$ cat src/rtl/data_mem_bridge.sv
// Bridge between the Memory stage and an SRAM-like data bus: one bus transaction per
// load/store, load alignment/extension, pipeline stall and misaligned-address detection.
module data_mem_bridge #(
  parameter int ADDR_W = 32,
  parameter int DATA_W = 32
) (
  input  logic              clk,
  input  logic              reset,
  input  logic              MemReadEn,
  input  logic              MemWriteEn,
  input  logic [1:0]        Mode,
  input  logic              MemoryExtend,
  input  logic [ADDR_W-1:0] Addr,
  input  logic [DATA_W-1:0] MemoryWrite,
  input  logic              Flush,
  output logic [DATA_W-1:0] MemoryRead,
  output logic              Stall,
  output logic              AddrErrLoad,
  output logic              AddrErrStore,
  output logic              DataReq,
  output logic              DataWr,
  output logic [1:0]        DataSize,
  output logic [ADDR_W-1:0] DataAddr,
  output logic [DATA_W-1:0] DataWData,
  input  logic              DataAddrOk,
  input  logic              DataDataOk,
  input  logic [DATA_W-1:0] DataRData
);

  typedef enum logic [1:0] {IDLE, ADDR, DATA, DONE} state_t;

  state_t              state;
  logic                req_ext;
  logic [DATA_W-1:0]   mem_read;
  logic                misaligned;
  logic                access;

  function automatic logic [1:0] size_of(input logic [1:0] mode);
    case (mode)
      2'b00:   return 2'd0;
      2'b01:   return 2'd1;
      default: return 2'd2;
    endcase
  endfunction

  function automatic logic [31:0] replicate_store(input logic [1:0] mode, input logic [31:0] wdata);
    case (mode)
      2'b00:   return {4{wdata[7:0]}};
      2'b01:   return {2{wdata[15:0]}};
      default: return wdata;
    endcase
  endfunction

  function automatic logic [31:0] extract_load(input logic [31:0] word, input logic [1:0] off,
                                               input logic [1:0] size, input logic ext);
    logic [31:0] sh;
    sh = word >> {off, 3'b000};
    case (size)
      2'd0:    return {{24{ext & sh[7]}}, sh[7:0]};
      2'd1:    return {{16{ext & sh[15]}}, sh[15:0]};
      default: return sh;
    endcase
  endfunction

  assign misaligned = ((Mode == 2'b01) && Addr[0]) || (Mode[1] && (Addr[1:0] != 2'b00));
  assign access     = (MemReadEn | MemWriteEn) & ~Flush & ~misaligned;

  // Stall covers the issuing IDLE cycle too, so the pipeline freezes before the bus phase.
  assign Stall        = ((state == IDLE) & access) | (state == ADDR) | (state == DATA);
  assign AddrErrLoad  = (state == IDLE) & MemReadEn & misaligned & ~Flush;
  assign AddrErrStore = (state == IDLE) & MemWriteEn & misaligned & ~Flush;
  assign MemoryRead   = mem_read;

  always_ff @(posedge clk) begin
    if (reset) begin
      state     <= IDLE;
      DataReq   <= 1'b0;
      DataWr    <= 1'b0;
      DataSize  <= 2'd0;
      DataAddr  <= '0;
      DataWData <= '0;
      req_ext   <= 1'b0;
      mem_read  <= '0;
    end else begin
      unique case (state)
        IDLE: begin
          if (access) begin
            DataAddr  <= Addr;
            DataSize  <= size_of(Mode);
            DataWr    <= MemWriteEn;
            DataWData <= replicate_store(Mode, MemoryWrite);
            req_ext   <= MemoryExtend;
            DataReq   <= 1'b1;
            state     <= ADDR;
          end
        end
        ADDR: begin
          // Bus outputs hold until the slave takes the address; Flush cannot abort it.
          if (DataAddrOk) begin
            DataReq <= 1'b0;
            if (DataDataOk) begin
              if (!DataWr)
                mem_read <= extract_load(DataRData, DataAddr[1:0], DataSize, req_ext);
              state <= DONE;
            end else begin
              state <= DATA;
            end
          end
        end
        DATA: begin
          if (DataDataOk) begin
            if (!DataWr)
              mem_read <= extract_load(DataRData, DataAddr[1:0], DataSize, req_ext);
            state <= DONE;
          end
        end
        DONE: state <= IDLE;
        default: state <= IDLE;
      endcase
    end
  end

endmodule

$ cat config.mk
export PLATFORM = sky130hd
export DESIGN_NAME = data_mem_bridge
export DESIGN_NICKNAME = d
export VERILOG_FILES = /design/src/rtl/data_mem_bridge.sv
export SDC_FILE = /design/constraint.sdc
export NUM_CORES = 1
export LEC_CHECK = 0
export CORE_MARGIN = 5
export CORE_UTILIZATION = 40
export CTS_BUF_LIST = sky130_fd_sc_hd__clkbuf_8
export DETAILED_ROUTE_END_ITERATION = 8
export PLACE_DENSITY = 0.79
export SLEW_MARGIN = 20
export SYNTH_ARGS = -nofsm -noshare
export SYNTH_HDL_FRONTEND = slang
export SYNTH_SLANG_ARGS = --single-unit
$ cat constraint.sdc
create_clock -name clk -period 1.9 [get_ports clk]
set_input_delay 0.38 -clock clk [delete_from_list [all_inputs] [get_ports clk]]
set_output_delay 0.38 -clock clk [all_outputs]
set_load 0.05 [all_outputs]
# --- After elaboration in Yosys (flattened, before gate mapping) ---
# Index checks and enable logic that the tools add are counted.
word_totals:
  reg_bits: 103
  input_bits: 106
  out_inout_bits: 103
  elab_cells: 61
classes:
  n_eq_ne: 8
  n_shift: 1
  mux: 15
  n_bitwise: 16
  reduce_logical: 13
ops:
  columns: ["cell", "count"]
  rows:
  - ["$pmux 32 s2", 3]
  - ["$mux 32", 3]
  - ["$shr 32x5->32", 1]
  - ["$and 1x1->1", 11]
  - ["$pmux 2 s4", 1]
  - ["$eq 2x1->1 const B", 3]
  - ["$logic_not 2->1", 3]
  - ["$mux 2", 3]
  - ["$ne 2x2->1 const B", 3]
  - ["$reduce_and 3->1", 2]
  - ["$reduce_bool 2->1", 3]
  - ["$eq 2x2->1 const B", 2]
  - ["$pmux 2 s2", 1]
  - ["$reduce_and 2->1", 2]
  - ["$mux 1", 3]
  - ["$or 1x1->1", 3]
  - ["$logic_and 1x1->1", 2]
  - ["$not 1->1", 2]
  - ["$pmux 1 s2", 1]
  - ["$logic_or 1x1->1", 1]

# --- Logic depth before layout (Yosys ltp) ---
logic_depth:
  word_depth: 8
  mapped_depth: 9
  mapped_depth_nobuf: 6

# --- Least setup slack after synthesis ---
# No wires, ideal clock.
synth_timing:
  path_type: "reg-to-output"
  start: "reg state[0]"
  end: "out Stall"
  arrival_ns: 1.665
  t_required_ns: 1.520
  path_slack_ns: -0.145
  path_stages_with_launch: 8
  n_path_buf: 2
  path_cell_list: "dfxtp_1 inv_1 ha_1 nor2b_1 buf_2 o221a_4 buf_6 or3_1"
synth_via:
  elab_chain_len: 4
  elab_cells_between_ends: 6
  cone_classes: "eq/ne: 2; bitwise: 3; reduce/logical: 1"
synth_rtl:
  columns: ["item", "line_no", "rtl"]
  rows:
  - ["start: declaration", "32", "state_t state;"]
  - ["start signal: assignment", "76", "state <= IDLE;"]
  - ["start signal: assignment", "94", "state <= ADDR;"]
  - ["start signal: assignment", "104", "state <= DONE;"]
  - ["$logic_not 2->1", "69", "assign Stall = ((state == IDLE) & access) | (state == ADDR) | (state == DATA);"]
  - ["$and 1x1->1", "69", null]
  - ["$or 1x1->1", "69", null]
  - ["$or 1x1->1 *", "69", null]
  - ["end: declaration", "17", "output logic Stall,"]
# Every way passes the cells marked *; elsewhere a longest branch is shown, timed or not.

# --- Worst setup path in the final report ---
layout_timing:
  start: "reg state[1]"
  end: "out Stall"
# Same word-level chain as after synthesis.

==> results.ini <==
[place]
placed_area_mm2=0.00713
dp_hpwl_um=12200
gp_congestion=0.947
port_buffers=208

[hold_path]
min_to=DataAddr[11]
hold_class=flip-flop to flip-flop
holdPathStages=2
min_from=DataAddr[11]

[outcome]
status=finished, violations left
violations=negative setup slack

[die]
dieWidth_um=120
start_util_pct=40.5
die_area_mm2=0.0144
rows=40
die_h_um=120
core_mm2=0.0120
io_pins=209

[power]
total_power_mw=8.56
power-per-cell-area_mw_per_mm2=1160
ir_drop_uv=473
p_leak_nw=3.01

[timing]
tightest_slew_ns=0.525
layout_setup_ws_ns=-0.187
setup_viol=3
tns_ns=-0.343
grt_setup_unrepaired=yes
slew_headroom_pct=65.2
min_period_ns=2.09
timing.final.crit_share_pct=110
fin_skew_ns=0.00864
fmax_mhz=479
hold_viol=0
slew_violations=0

[layout]
multiInputGateArea_mm2=0.00255
final_common_cell=nand2_1
final_area_mm2=0.00737
nNetsFinal=902
fillers=1079
antenna_cells=0
drive_gt1_share_pct=17.9
areaGrowthSynthToFinish_pct=52.1
layout_common_cells=nand2_1, dfxtp_1, clkdlybuf4s50_1
register_area_mm2=0.00206

[setup_path]
crit_path_end_kind=output port
path_class=flip-flop to output port
worstPathRequired_ns=1.52
regToRegSetupSlack_ns=0.13
start_kind=flip-flop
critPathArrivalTime_ns=1.71
reg2reg_depth=10
reg2reg_from=state[1]
path_max_fanout=3
r2r_end=DataAddr[15]

[yosys]
netlist_area_mm2=0.00484
ys_ff_latch=103
synth_cell_type_count=40
synthCells=579
yosysSeqAreaShare_pct=42.6
yosysWarnings=0
syn_area_per_cell_um2=8.37
syn_nets=689

[global_route]
grtUsageTotal_pct=21.7
grt_max_degree=83
antenna_found_initial=0
grt_pass1_wl_um=25200
grt_pass1_vias=4932
grt_overflow_total=0

[clock_tree]
htree_levels=3
cts_hold_buffers=0
clk_pin_slew_ns=0.09
numCtsBuffers=9
clock_sinks=103
cts_root_buf=clkbuf_8
cts_tree=done
insertion_delay_ns=0.36
cts_buffer_depth=2

[routing]
vias_per_cell=5.24
routedWlPerCell_um=17.3
drc=0
drtIter0Drc=320
drtAntennaViolNets=0
first_pass_iters=4
routed_wl_um=16300
num_vias=4933

[job]
cap_violations=0

[report_power, final]
group / internal [mW] / switching, mW / total [mW]
Combinational: 1.57 / 2.74 / 4.31
Clock: 0.722 / 0.724 / 1.45
Sequential: 2.57 / 0.238 / 2.81
Total: 4.86 / 3.70 / 8.56
[Yosys cell counts (all sizes together)]
library cell,instances,share of area (%)
nor2b,4,0.52
o211ai,10,1.5
o21ai,24,2.5
inv,2,0.16
mux2,15,3.5
nand3,1,0.21
nand3b,2,0.31
or3,1,0.13
o2bb2ai,1,0.18
a21oi,63,6.8
dfxtp,103,43
a2bb2oi,1,0.18
a41oi,1,0.18
o21bai,1,0.16
nand2,150,12
mux2i,30,6.2
ha,4,1.0
nand2b,5,0.65
nor2,51,4.1
a31oi,1,0.26
buf,30,4.7
a311oi,9,1.8
and3,4,0.52
and2b,1,0.21
clkbuf,18,1.4
a211oi,34,6.3
o2111ai,1,0.18
or2,2,0.26
and2,7,0.90
a221oi,1,0.31
o221a,1,0.41
o221ai,1,0.31
[cells by family (layout without fill, tap and decap cells)]
group           after synthesis  in the layout  share of synthesized area, %
compound gates              149            149                          21.1
fa+ha+maj                     4              4                          1.03
mux                          45             45                          9.68
simple gates                228            228                          19.4
flops                       103            103                          42.6
buf+inv                      50            265                          6.22
[what timing repair did]
item                       in CTS  in global routing
pin swaps                       1                  2
setup endpoints to repair      81                  7
setup buffers                   5                  3
gates resized for setup        76                  3
[layout make-up]
cell class                 count  share of cell area, %
multi-input combinational    426                   34.6
timing repair buffer         250                   32.1
sequential                   103                   28.0
tap                          147                   2.50
clock buffer                   9                   1.68
clock inverter                 4                   1.00
inverter                       2                  0.170
[stage by stage]
stage / worst slack [ns] / hold WS (ns) / std cells / util, %
5_1_grt: -0.244 / 0.463 / 941 / 61.6
3_5_place_dp: -0.395 / 0.447 / 920 / 59.6
6_report: -0.187 / 0.456 / 941 / 61.6
2_1_floorplan: -0.000684 / 0.462 / 579 / -
4_1_cts: -0.202 / 0.446 / 938 / 61.3
3_3_place_gp: -0.311 / 0.441 / 920 / 59.6
[sequential cells by signal, summed over array words and instances (netlist names)]
signal and cells:
DataAddr 32, DataReq 1, DataSize 2, DataWData 32, DataWr 1, MemoryRead 32
req_ext 1, state 2
[worst max-delay path: stages (launching register included)]
cell and delay (ns):
dfxtp_2 0.37, inv_4 0.05, ha_4 0.16, nor2b_4 0.12
o221a_4 0.11, or3_4 0.38, buf_12 0.16
[worst max path at each step]
stage	slack (ns)	endpoint	depth (start not counted)	from
floorplan	-0.0007	Stall	7	state[0]
global placement	-0.31	Stall	6	Mode[1]
detailed placement	-0.39	MemoryRead[31]	5	DataRData[31]
CTS	-0.20	Stall	6	state[1]
global route	-0.24	Stall	6	state[0]
finish	-0.19	Stall	6	state[1]
[routing by layer]
| metal | GRT usage (%) | wire length, um | part of all wire (%) |
|---|---|---|---|
| met3 | 8.67 | 1630 | 10 |
| met1 | 25.0 | 6560 | 40 |
| met5 | 0 | 0 | 0 |
| met4 | 7.52 | 388 | 2.4 |
| met2 | 36.6 | 7730 | 47 |
(Power assumes the default switching activity.)
